`src/rtl/thr_ctrl_pkg.sv`:
```
// Shared types and helpers for the threshold-stage frame sequencer.
package thr_ctrl_pkg;

    // Sequencer phases: gather a frame, let the threshold stage settle, stream the mask out.
    typedef enum logic [1:0] {
        LOAD    = 2'd0,
        COMPUTE = 2'd1,
        DRAIN   = 2'd2
    } state_e;

    localparam int unsigned PIX_W_DEFAULT = 8;

    // LSB position of pixel slot k in a flat frame; pixel 0 lives in the MSBs.
    function automatic int unsigned slot_lsb(input int unsigned frame_w,
                                             input int unsigned pix_w,
                                             input int unsigned k);
        return frame_w - ((k + 32'd1) * pix_w);
    endfunction

endpackage

```
`src/rtl/thr_bit_serializer.sv`:
```
// Streams the captured per-pixel result out one bit per handshake, with a
// last marker on the final pixel and a done pulse on the final transfer.
module thr_bit_serializer #(
    parameter int unsigned NPIX  = 9,
    parameter int unsigned IDX_W = 4
) (
    input  logic            clk,
    input  logic            rst,
    input  logic            load_i,
    input  logic [NPIX-1:0] result_i,
    input  logic            out_ready,
    output logic            out_valid,
    output logic            out_bit,
    output logic            out_last,
    output logic            done_o
);
    localparam logic [IDX_W-1:0] IDX_LAST = IDX_W'(NPIX - 1);

    logic [IDX_W-1:0] idx_q, idx_d, idx_nxt_s;
    logic             valid_q, valid_d;
    logic             bit_q, bit_d;
    logic             last_q, last_d;
    logic             xfer_s;

    assign xfer_s    = valid_q && out_ready;
    assign idx_nxt_s = idx_q + IDX_W'(1);
    assign done_o    = xfer_s && (idx_q == IDX_LAST);

    // Next output beat: start on load, advance on handshake, hold under backpressure.
    always_comb begin
        idx_d   = idx_q;
        valid_d = valid_q;
        bit_d   = bit_q;
        last_d  = last_q;
        if (load_i) begin
            idx_d   = '0;
            valid_d = 1'b1;
            bit_d   = result_i[0];
            last_d  = (IDX_LAST == '0);
        end else if (xfer_s) begin
            if (idx_q == IDX_LAST) begin
                idx_d   = '0;
                valid_d = 1'b0;
                bit_d   = 1'b0;
                last_d  = 1'b0;
            end else begin
                idx_d   = idx_nxt_s;
                valid_d = 1'b1;
                bit_d   = result_i[idx_nxt_s];
                last_d  = (idx_nxt_s == IDX_LAST);
            end
        end else begin
            idx_d   = idx_q;
            valid_d = valid_q;
        end
    end

    // Output beat registers.
    always_ff @(posedge clk) begin
        if (rst) begin
            idx_q   <= '0;
            valid_q <= 1'b0;
            bit_q   <= 1'b0;
            last_q  <= 1'b0;
        end else begin
            idx_q   <= idx_d;
            valid_q <= valid_d;
            bit_q   <= bit_d;
            last_q  <= last_d;
        end
    end

    assign out_valid = valid_q;
    assign out_bit   = bit_q;
    assign out_last  = last_q;

endmodule

```
`src/rtl/thr_frame_sequencer.sv`:
```
// Frame sequencer in front of the combinational local-mean threshold stage:
// loads a raster frame, holds it for SETTLE cycles, captures the mask MSBs
// and streams them out. Optional in_last cross-check: define THR_LAST_CHECK_EN.
module thr_frame_sequencer
    import thr_ctrl_pkg::*;
#(
    parameter int unsigned WIDTH  = 3,
    parameter int unsigned HEIGHT = 3,
    parameter int unsigned PIX_W  = PIX_W_DEFAULT,
    parameter int unsigned SETTLE = 1
) (
    input  logic                            clk,
    input  logic                            rst,
    input  logic                            in_valid,
    output logic                            in_ready,
    input  logic [PIX_W-1:0]                in_pixel,
    output logic [WIDTH*HEIGHT*PIX_W-1:0]   frame_o,
    input  logic [WIDTH*HEIGHT*PIX_W-1:0]   mask_i,
    output logic                            out_valid,
    input  logic                            out_ready,
    output logic                            out_bit,
    output logic                            out_last,
    output logic                            busy
`ifdef THR_LAST_CHECK_EN
    ,
    input  logic                            in_last,
    output logic                            err_o
`endif
);
    localparam int unsigned NPIX    = WIDTH * HEIGHT;
    localparam int unsigned FRAME_W = NPIX * PIX_W;
    localparam int unsigned CNT_W   = (NPIX > 1) ? $clog2(NPIX) : 1;
    localparam int unsigned SET_W   = $clog2(SETTLE + 1);
    localparam logic [CNT_W-1:0] PIX_LAST = CNT_W'(NPIX - 1);
    localparam logic [SET_W-1:0] SET_LAST = SET_W'(SETTLE - 1);

    state_e             state_q, state_d;
    logic [CNT_W-1:0]   pix_cnt_q, pix_cnt_d;
    logic [SET_W-1:0]   settle_cnt_q, settle_cnt_d;
    logic [FRAME_W-1:0] frame_q, frame_d;
    logic [NPIX-1:0]    result_q, result_d, mask_msb_s;
    logic               in_ready_q, in_ready_d;
    logic               busy_q, busy_d;
    logic               xfer_s, last_pix_s, capture_s, done_s;
    logic               mask_unused_s;

    assign xfer_s     = (state_q == LOAD) && in_valid && in_ready_q;
    assign last_pix_s = (pix_cnt_q == PIX_LAST);
    assign capture_s  = (state_q == COMPUTE) && (settle_cnt_q == SET_LAST);

    // Only the MSB of each mask group carries the decision; the rest is ignored.
    assign mask_unused_s = ^mask_i;

    // Pick the decision bit out of every mask group.
    always_comb begin
        mask_msb_s = '0;
        for (int unsigned k = 0; k < NPIX; k++) begin
            mask_msb_s[k] = mask_i[slot_lsb(FRAME_W, PIX_W, k) + PIX_W - 1];
        end
    end

    // State register.
    always_ff @(posedge clk) begin
        if (rst) begin
            state_q <= LOAD;
        end else begin
            state_q <= state_d;
        end
    end

    // Next-state logic.
    always_comb begin
        state_d = state_q;
        case (state_q)
            LOAD: begin
                if (xfer_s && last_pix_s) state_d = COMPUTE;
                else                      state_d = LOAD;
            end
            COMPUTE: begin
                if (capture_s) state_d = DRAIN;
                else           state_d = COMPUTE;
            end
            DRAIN: begin
                if (done_s) state_d = LOAD;
                else        state_d = DRAIN;
            end
            default: state_d = LOAD;
        endcase
    end

    // Datapath and registered-output next values for each phase.
    always_comb begin
        pix_cnt_d    = pix_cnt_q;
        settle_cnt_d = settle_cnt_q;
        frame_d      = frame_q;
        result_d     = capture_s ? mask_msb_s : result_q;
        in_ready_d   = 1'b0;
        busy_d       = (state_d == COMPUTE) || (state_d == DRAIN);
        for (int unsigned k = 0; k < NPIX; k++) begin
            if (xfer_s && (pix_cnt_q == CNT_W'(k))) begin
                frame_d[slot_lsb(FRAME_W, PIX_W, k) +: PIX_W] = in_pixel;
            end else begin
                frame_d[slot_lsb(FRAME_W, PIX_W, k) +: PIX_W] = frame_q[slot_lsb(FRAME_W, PIX_W, k) +: PIX_W];
            end
        end
        case (state_q)
            LOAD: begin
                if (xfer_s && last_pix_s) begin
                    pix_cnt_d    = '0;
                    settle_cnt_d = '0;
                    in_ready_d   = 1'b0;
                end else if (xfer_s) begin
                    pix_cnt_d  = pix_cnt_q + CNT_W'(1);
                    in_ready_d = 1'b1;
                end else begin
                    in_ready_d = 1'b1;
                end
            end
            COMPUTE: begin
                settle_cnt_d = settle_cnt_q + SET_W'(1);
                in_ready_d   = 1'b0;
            end
            DRAIN: begin
                in_ready_d = done_s;
            end
            default: begin
                in_ready_d = 1'b0;
            end
        endcase
    end

    // Datapath registers.
    always_ff @(posedge clk) begin
        if (rst) begin
            pix_cnt_q    <= '0;
            settle_cnt_q <= '0;
            frame_q      <= '0;
            result_q     <= '0;
            in_ready_q   <= 1'b0;
            busy_q       <= 1'b0;
        end else begin
            pix_cnt_q    <= pix_cnt_d;
            settle_cnt_q <= settle_cnt_d;
            frame_q      <= frame_d;
            result_q     <= result_d;
            in_ready_q   <= in_ready_d;
            busy_q       <= busy_d;
        end
    end

`ifdef THR_LAST_CHECK_EN
    logic err_q, err_d;

    // Sticky flag when the source's frame-end marker disagrees with the pixel count.
    always_comb begin
        if (xfer_s && (in_last != last_pix_s)) err_d = 1'b1;
        else                                   err_d = err_q;
    end

    // Error flag register.
    always_ff @(posedge clk) begin
        if (rst) err_q <= 1'b0;
        else     err_q <= err_d;
    end

    assign err_o = err_q;
`endif

    thr_bit_serializer #(
        .NPIX  (NPIX),
        .IDX_W (CNT_W)
    ) u_ser (
        .clk       (clk),
        .rst       (rst),
        .load_i    (capture_s),
        .result_i  (result_d),
        .out_ready (out_ready),
        .out_valid (out_valid),
        .out_bit   (out_bit),
        .out_last  (out_last),
        .done_o    (done_s)
    );

    assign frame_o  = frame_q;
    assign in_ready = in_ready_q;
    assign busy     = busy_q;

endmodule
```
`config.mk`:
```
export PLATFORM = sky130hd
export DESIGN_NAME = thr_frame_sequencer
export DESIGN_NICKNAME = d
export VERILOG_FILES = /design/src/rtl/thr_ctrl_pkg.sv /design/src/rtl/thr_bit_serializer.sv /design/src/rtl/thr_frame_sequencer.sv
export SDC_FILE = /design/constraint.sdc
export NUM_CORES = 1
export LEC_CHECK = 0
export BUFFER_PORTS_ARGS = -buffer_cell sky130_fd_sc_hd__buf_2
export CAP_MARGIN = 15
export CORE_UTILIZATION = 51
export CTS_CLUSTER_DIAMETER = 150
export CTS_CLUSTER_SIZE = 16
export DETAILED_ROUTE_END_ITERATION = 12
export MAX_ROUTING_LAYER = met4
export PLACE_DENSITY = 0.81
export SYNTH_ARGS = -nofsm -noshare
export SYNTH_HDL_FRONTEND = slang
export SYNTH_SLANG_ARGS = --single-unit
```
`constraint.sdc`:
```
create_clock -name clk -period 6.6 [get_ports clk]
set_clock_uncertainty 0.2 [all_clocks]
set_input_delay 0.66 -clock clk [delete_from_list [all_inputs] [get_ports clk]]
set_output_delay 0.66 -clock clk [all_outputs]
set_load 0.02 [all_outputs]
```
* Word level (Yosys, flattened, before mapping) *
Index checks and enable logic that the tools add are counted.

storage, ports and cells
  register bits after elaboration = 97
  latch bits = 0
  memory bits (writable) = 0
  bits in read-only memories = 0
  bits of input ports = 84
  output and inout bits = 77
  word-level logic and storage cells = 83
  memories kept = 0

cells by class
  add/sub/neg operators = 3
  $mul = 0
  div/mod/pow operators = 0
  order comparisons = 1
  equality and inequality tests = 15
  shift operators = 0
  mux-type cells = 21
  bitwise logic cells = 1
  reductions and logical operators = 23

operators by type and width
  kind                                                   number
  equality test 4 x 3 -> 1 bit, second input constant    4
  logical AND 1 bit                                      14
  equality test 4 bit, second input constant             3
  2-to-1 mux 4 bit                                       3
  2-to-1 mux 1 bit                                       11
  2-to-1 mux 9 bit                                       1
  adder 4 x 1 -> 4 bit, second input constant            2
  equality test 4 x 2 -> 1 bit, second input constant    2
  case mux 2 bit (3 select lines)                        1
  nonzero test 2 bit                                     3
  < comparator 4 x 5 -> 1 bit, second input constant     1
  binary-select mux 1 bit (select 4 bit)                 1
  equality test 2 x 1 -> 1 bit, second input constant    2
  equality test 2 bit, second input constant             2
  equality test 4 x 1 -> 1 bit, second input constant    1
  logical NOT 4 bit                                      1
  2-to-1 mux 2 bit                                       2
  case mux 1 bit (2 select lines)                        2
  AND reduction 2 bit                                    2
  logical NOT 2 bit                                      1
  inequality test 2 x 1 -> 1 bit, second input constant  1
  OR reduction 2 bit                                     1
  adder 1 bit, second input constant                     1
  logical OR 1 bit                                       1
  inverter 1 bit                                         1

* Longest topological paths before layout *
  depth after elaboration = 8
  depth in mapped cells = 8

* Hierarchy *
A second synthesis with hierarchy kept.

second synthesis, totals
  cell total of the unflattened synthesis = 489
  area, all modules = 4192.8 um^2

by module, submodules not included
  module               instances  cells an instance  area an instance (um^2)  sequential area each (um^2)
  thr_frame_sequencer  1          432                3679.8                   1801.7
  thr_bit_serializer   1          57                 513.0                    140.1

* Worst setup path after synthesis *
Ideal clock, no wire load.

  kind = register to register
  start = register state_q[0]
  end = register u_ser.bit_q (netlist: u_ser.out_bit)
  setup time = 132 ps
  data arrival time = 1789 ps
  setup slack = 4479 ps
  stages on the path, launching flop included = 7
  clock period less this slack = 2121 ps
  path through = dfxtp_1 buf_4 nor3b_4 mux4_1 a22o_1 a211oi_2 nor4b_2

on the way
  cells in the longest elaborated chain, start to end = 8
  elaborated cells on any way between the ends = 9

RTL lines
  item                                    line                       RTL
  from (decl)                             thr_frame_sequencer.sv:37  state_e state_q, state_d;
  from (signal assigned)                  thr_frame_sequencer.sv:67  state_q <= state_d;
  equality test 2 x 1 -> 1 bit (*)        thr_frame_sequencer.sv:49  assign capture_s = (state_q == COMPUTE) && (settle_cnt_q == SET_LAST);
  logical AND 1 bit (*)                   thr_frame_sequencer.sv:49
  2-to-1 mux 9 bit                        thr_frame_sequencer.sv:96  result_d = capture_s ? mask_msb_s : result_q;
  binary-select mux 1 bit (select 4 bit)  thr_bit_serializer.sv:49   bit_d = result_i[idx_nxt_s];
  2-to-1 mux 1 bit (not written as such)  thr_bit_serializer.sv:49
  2-to-1 mux 1 bit                        thr_bit_serializer.sv:41   if (idx_q == IDX_LAST) begin
  2-to-1 mux 1 bit                        thr_bit_serializer.sv:40   end else if (xfer_s) begin
  2-to-1 mux 1 bit                        thr_bit_serializer.sv:35   if (load_i) begin
  to (signal assigned)                    thr_bit_serializer.sv:68   bit_q <= bit_d;
  to (decl)                               thr_bit_serializer.sv:21   logic bit_q, bit_d;

Every way passes the cells marked *; elsewhere a longest branch is shown, timed or not. The select of a mux whose other input is x is not followed.
A chain may end at the register's enable or synchronous reset.

* Worst setup path after layout *
Same ends and word-level chain as after synthesis.

==> flow_summary.ini <==
[power_and_ir_drop]
leakage_nw = 1.82
finalPower_mw = 1.05
ir_drop_mv = 0.123
power_density_nw_per_um2 = 231

[global_routing]
antenna_found_initial = 0
gr-total-overflow = 0
grt_usage_pct = 24.2
grt_pass1_vias = 2937
grt_max_degree = 94
grt_first_pass_wirelength_mm = 14.0

[synthesis]
synth_commonest_cells = nand2_1, dfxtp_1, a21oi_1, nand3_1, clkbuf_1
synthMuxAreaShare_pct = 2.63
synthCells = 475
synth_top_area_cell = dfxtp_1
synth-xor-area-share_pct = 0.910
ys_seq_area_share_pct = 50.4
netlist.area_leader.share_pct = 50.4
synth_top_family_by_area = simple AND/OR/NAND/NOR gates
synth_area_leaders = dfxtp_1, nand2_1, a21oi_1
synth_fp_nets = 566
yosys.area_share.simple_pct = 25.9
synth_fa_ha_area_share_pct = 2.27
synthArstFlopShare_pct = 0
synth_compound_area_share_pct = 13.6
yosysWarnings = 0
yosysMostFrequentCell = nand2_1
syn-cell-area_um2 = 3850
yosysUniqueCellTypes = 40
syn_avg_cell_area_um2 = 8.11
synth_edf_count = 0
ys_ff_latch = 97
ys.flop_type = dfxtp_1

[cts]
cts_made_buffers = 9
htreeDepth = 3
clock-sinks = 97
cts_resized = 0
clk_pin_slew_ns = 0.09
postCtsHoldBufs = 0
post_cts_buffers = 0
cts_tree = done
cts_buffer_depth = 2
root_buffer = clkbuf_8
clkLatencyLatePin_ns = 0.36

[place]
place_area_um2 = 4330
gp_congestion = 0.838
port_buffers = 97
detailed_place_hpwl_mm = 5.97

[cells_and_area]
drive_gt1_share_pct = 22.7
areaGrowthSynthToFinish_pct = 18.1
antenna_cells = 0
nNetsFinal = 641
final_area_um2 = 4550

[die]
die_height_um = 88.9
dieArea_um2 = 7900
core-area_um2 = 7290
ios = 161
start_util_pct = 52.8
num_rows = 31
fp.dieW_um = 88.9

[detailed_routing]
drtIter0Drc = 265
wl_per_cell_um = 13.8
drt_pass1_iterations = 5
vias_per_cell = 5.35
drtAntennaViolNets = 0
drt-total-wl_mm = 9.02
vias = 3502
drc = 0

[critical_path]
worstSetupEndpointType = flop
timing.rr.start = state_q[0]$_SDFF_PP0_
cp_max_fo = 15
crit_required_ns = 6.61
r2r_setup_slack_ns = 3.94
rr_worst_depth = 5
critPathLaunchType = flop
cp.arrival_ns = 2.67
r2r-end = u_ser.out_bit$_SDFFE_PP0P_
crit_type = flop to flop

[run_status]
outcome = finished, final reports clean

[timing]
setup_viol = 0
min_period_ns = 2.66
max_slew_margin_pct = 37.8
timing.final.crit_share_pct = 40.3
rsz0062_at_grt = false
slew_viol_final = 0
tns_ns = 0
tightest_slew_ns = 0.932
hold_slack_ns = 0.255
fmax_mhz = 376
hold_viol = 0

[hold_path]
min_path_type = flop to flop
hold_depth = 2
hold_path_end = frame_o[65]$_SDFFE_PP0P_
hold_start = frame_o[65]$_SDFFE_PP0P_

[flow_run]
maxCapViolCount = 0
## worst max path at each step
stage,startpoint,end,slack (ns),cells after the start
2_1_floorplan,state_q[0]$_SDFF_PP0_,u_ser.out_bit$_SDFFE_PP0P_,4.48,6
3_3_place_gp,state_q[0]$_SDFF_PP0_,u_ser.out_bit$_SDFFE_PP0P_,3.97,5
3_5_place_dp,state_q[0]$_SDFF_PP0_,u_ser.out_bit$_SDFFE_PP0P_,3.93,5
4_1_cts,state_q[0]$_SDFF_PP0_,u_ser.out_bit$_SDFFE_PP0P_,3.92,5
5_1_grt,state_q[0]$_SDFF_PP0_,u_ser.out_bit$_SDFFE_PP0P_,3.76,5
6_report,state_q[0]$_SDFF_PP0_,u_ser.out_bit$_SDFFE_PP0P_,3.94,5
## placed cells by master (no fill, tap or decap), drive strengths merged, types with 2 or more instances in the layout
cell | netlist | routed
nor2b | 4 | 4
clkinvlp | 0 | 2
nor2 | 18 | 18
or2 | 2 | 2
clkbuf | 26 | 10
o21ai | 5 | 5
a22oi | 2 | 2
ha | 7 | 7
xnor2 | 2 | 2
inv | 4 | 6
buf | 10 | 100
nor3 | 5 | 5
dfxtp | 97 | 97
a21oi | 86 | 86
xor2 | 2 | 2
mux2 | 2 | 2
mux4 | 2 | 2
mux2i | 3 | 3
nand2 | 139 | 139
nor3b | 2 | 2
nand3 | 39 | 39
and2 | 4 | 4
## worst max-delay path, stage by stage, from the launching register on
cell      delay [ns]
dfxtp_1         0.50
nor3b_4         0.67
mux4_1          0.64
a22o_1          0.20
a211oi_2        0.22
nor4b_2         0.07
## report_power, final
| part | internal (mW) | switching, mW | leakage, nW |
|---|---|---|---|
| registers | 0.590 | 0.00362 | 0.783 |
| clock network | 0.190 | 0.210 | 0.101 |
| logic | 0.0150 | 0.0412 | 0.932 |
| total | 0.795 | 0.255 | 1.82 |
## layer usage
metal / wire (µm) / global-route usage, %
met5: 0 / -
met1: 3930 / 31.5
met2: 4330 / 36.9
met4: 115 / 9.97
met3: 652 / 4.57
## sequential cells by signal (all words and copies together) (netlist names)
register	cells
settle_cnt_q	1
state_q	2
busy	1
u_ser.out_valid	1
result_q	9
u_ser.out_bit	1
u_ser.out_last	1
pix_cnt_q	4
in_ready	1
frame_o	72
u_ser.idx_q	4
## stage by stage
step           util, %  setup slack (ns)  instances
6_report          62.4              3.94        654
5_1_grt           62.4              3.76        654
2_1_floorplan        -              4.48        475
4_1_cts           62.3              3.92        653
3_5_place_dp      59.4              3.93        637
3_3_place_gp      59.4              3.97        637
## cell families (layout without fill, tap and decap cells)
logic type,count (synthesis),in the layout
and+or+nand+nor,221,221
AOI/OAI and AO/OA,99,99
DFF,97,97
buffers and inverters,40,120
adders and majority gates,7,7
muxes,7,7
xor gates and xnor gates,4,4
## final cells by class
class | count | area [µm²]
fill | 653 | 2750
sequential | 97 | 1940
multi-input combinational | 338 | 1750
timing repair buffer | 100 | 505
clock buffer | 10 | 138
tap | 99 | 124
clock inverter | 6 | 73.8
inverter | 4 | 15.0
No activity file was read; power rests on OpenSTA's default activity.
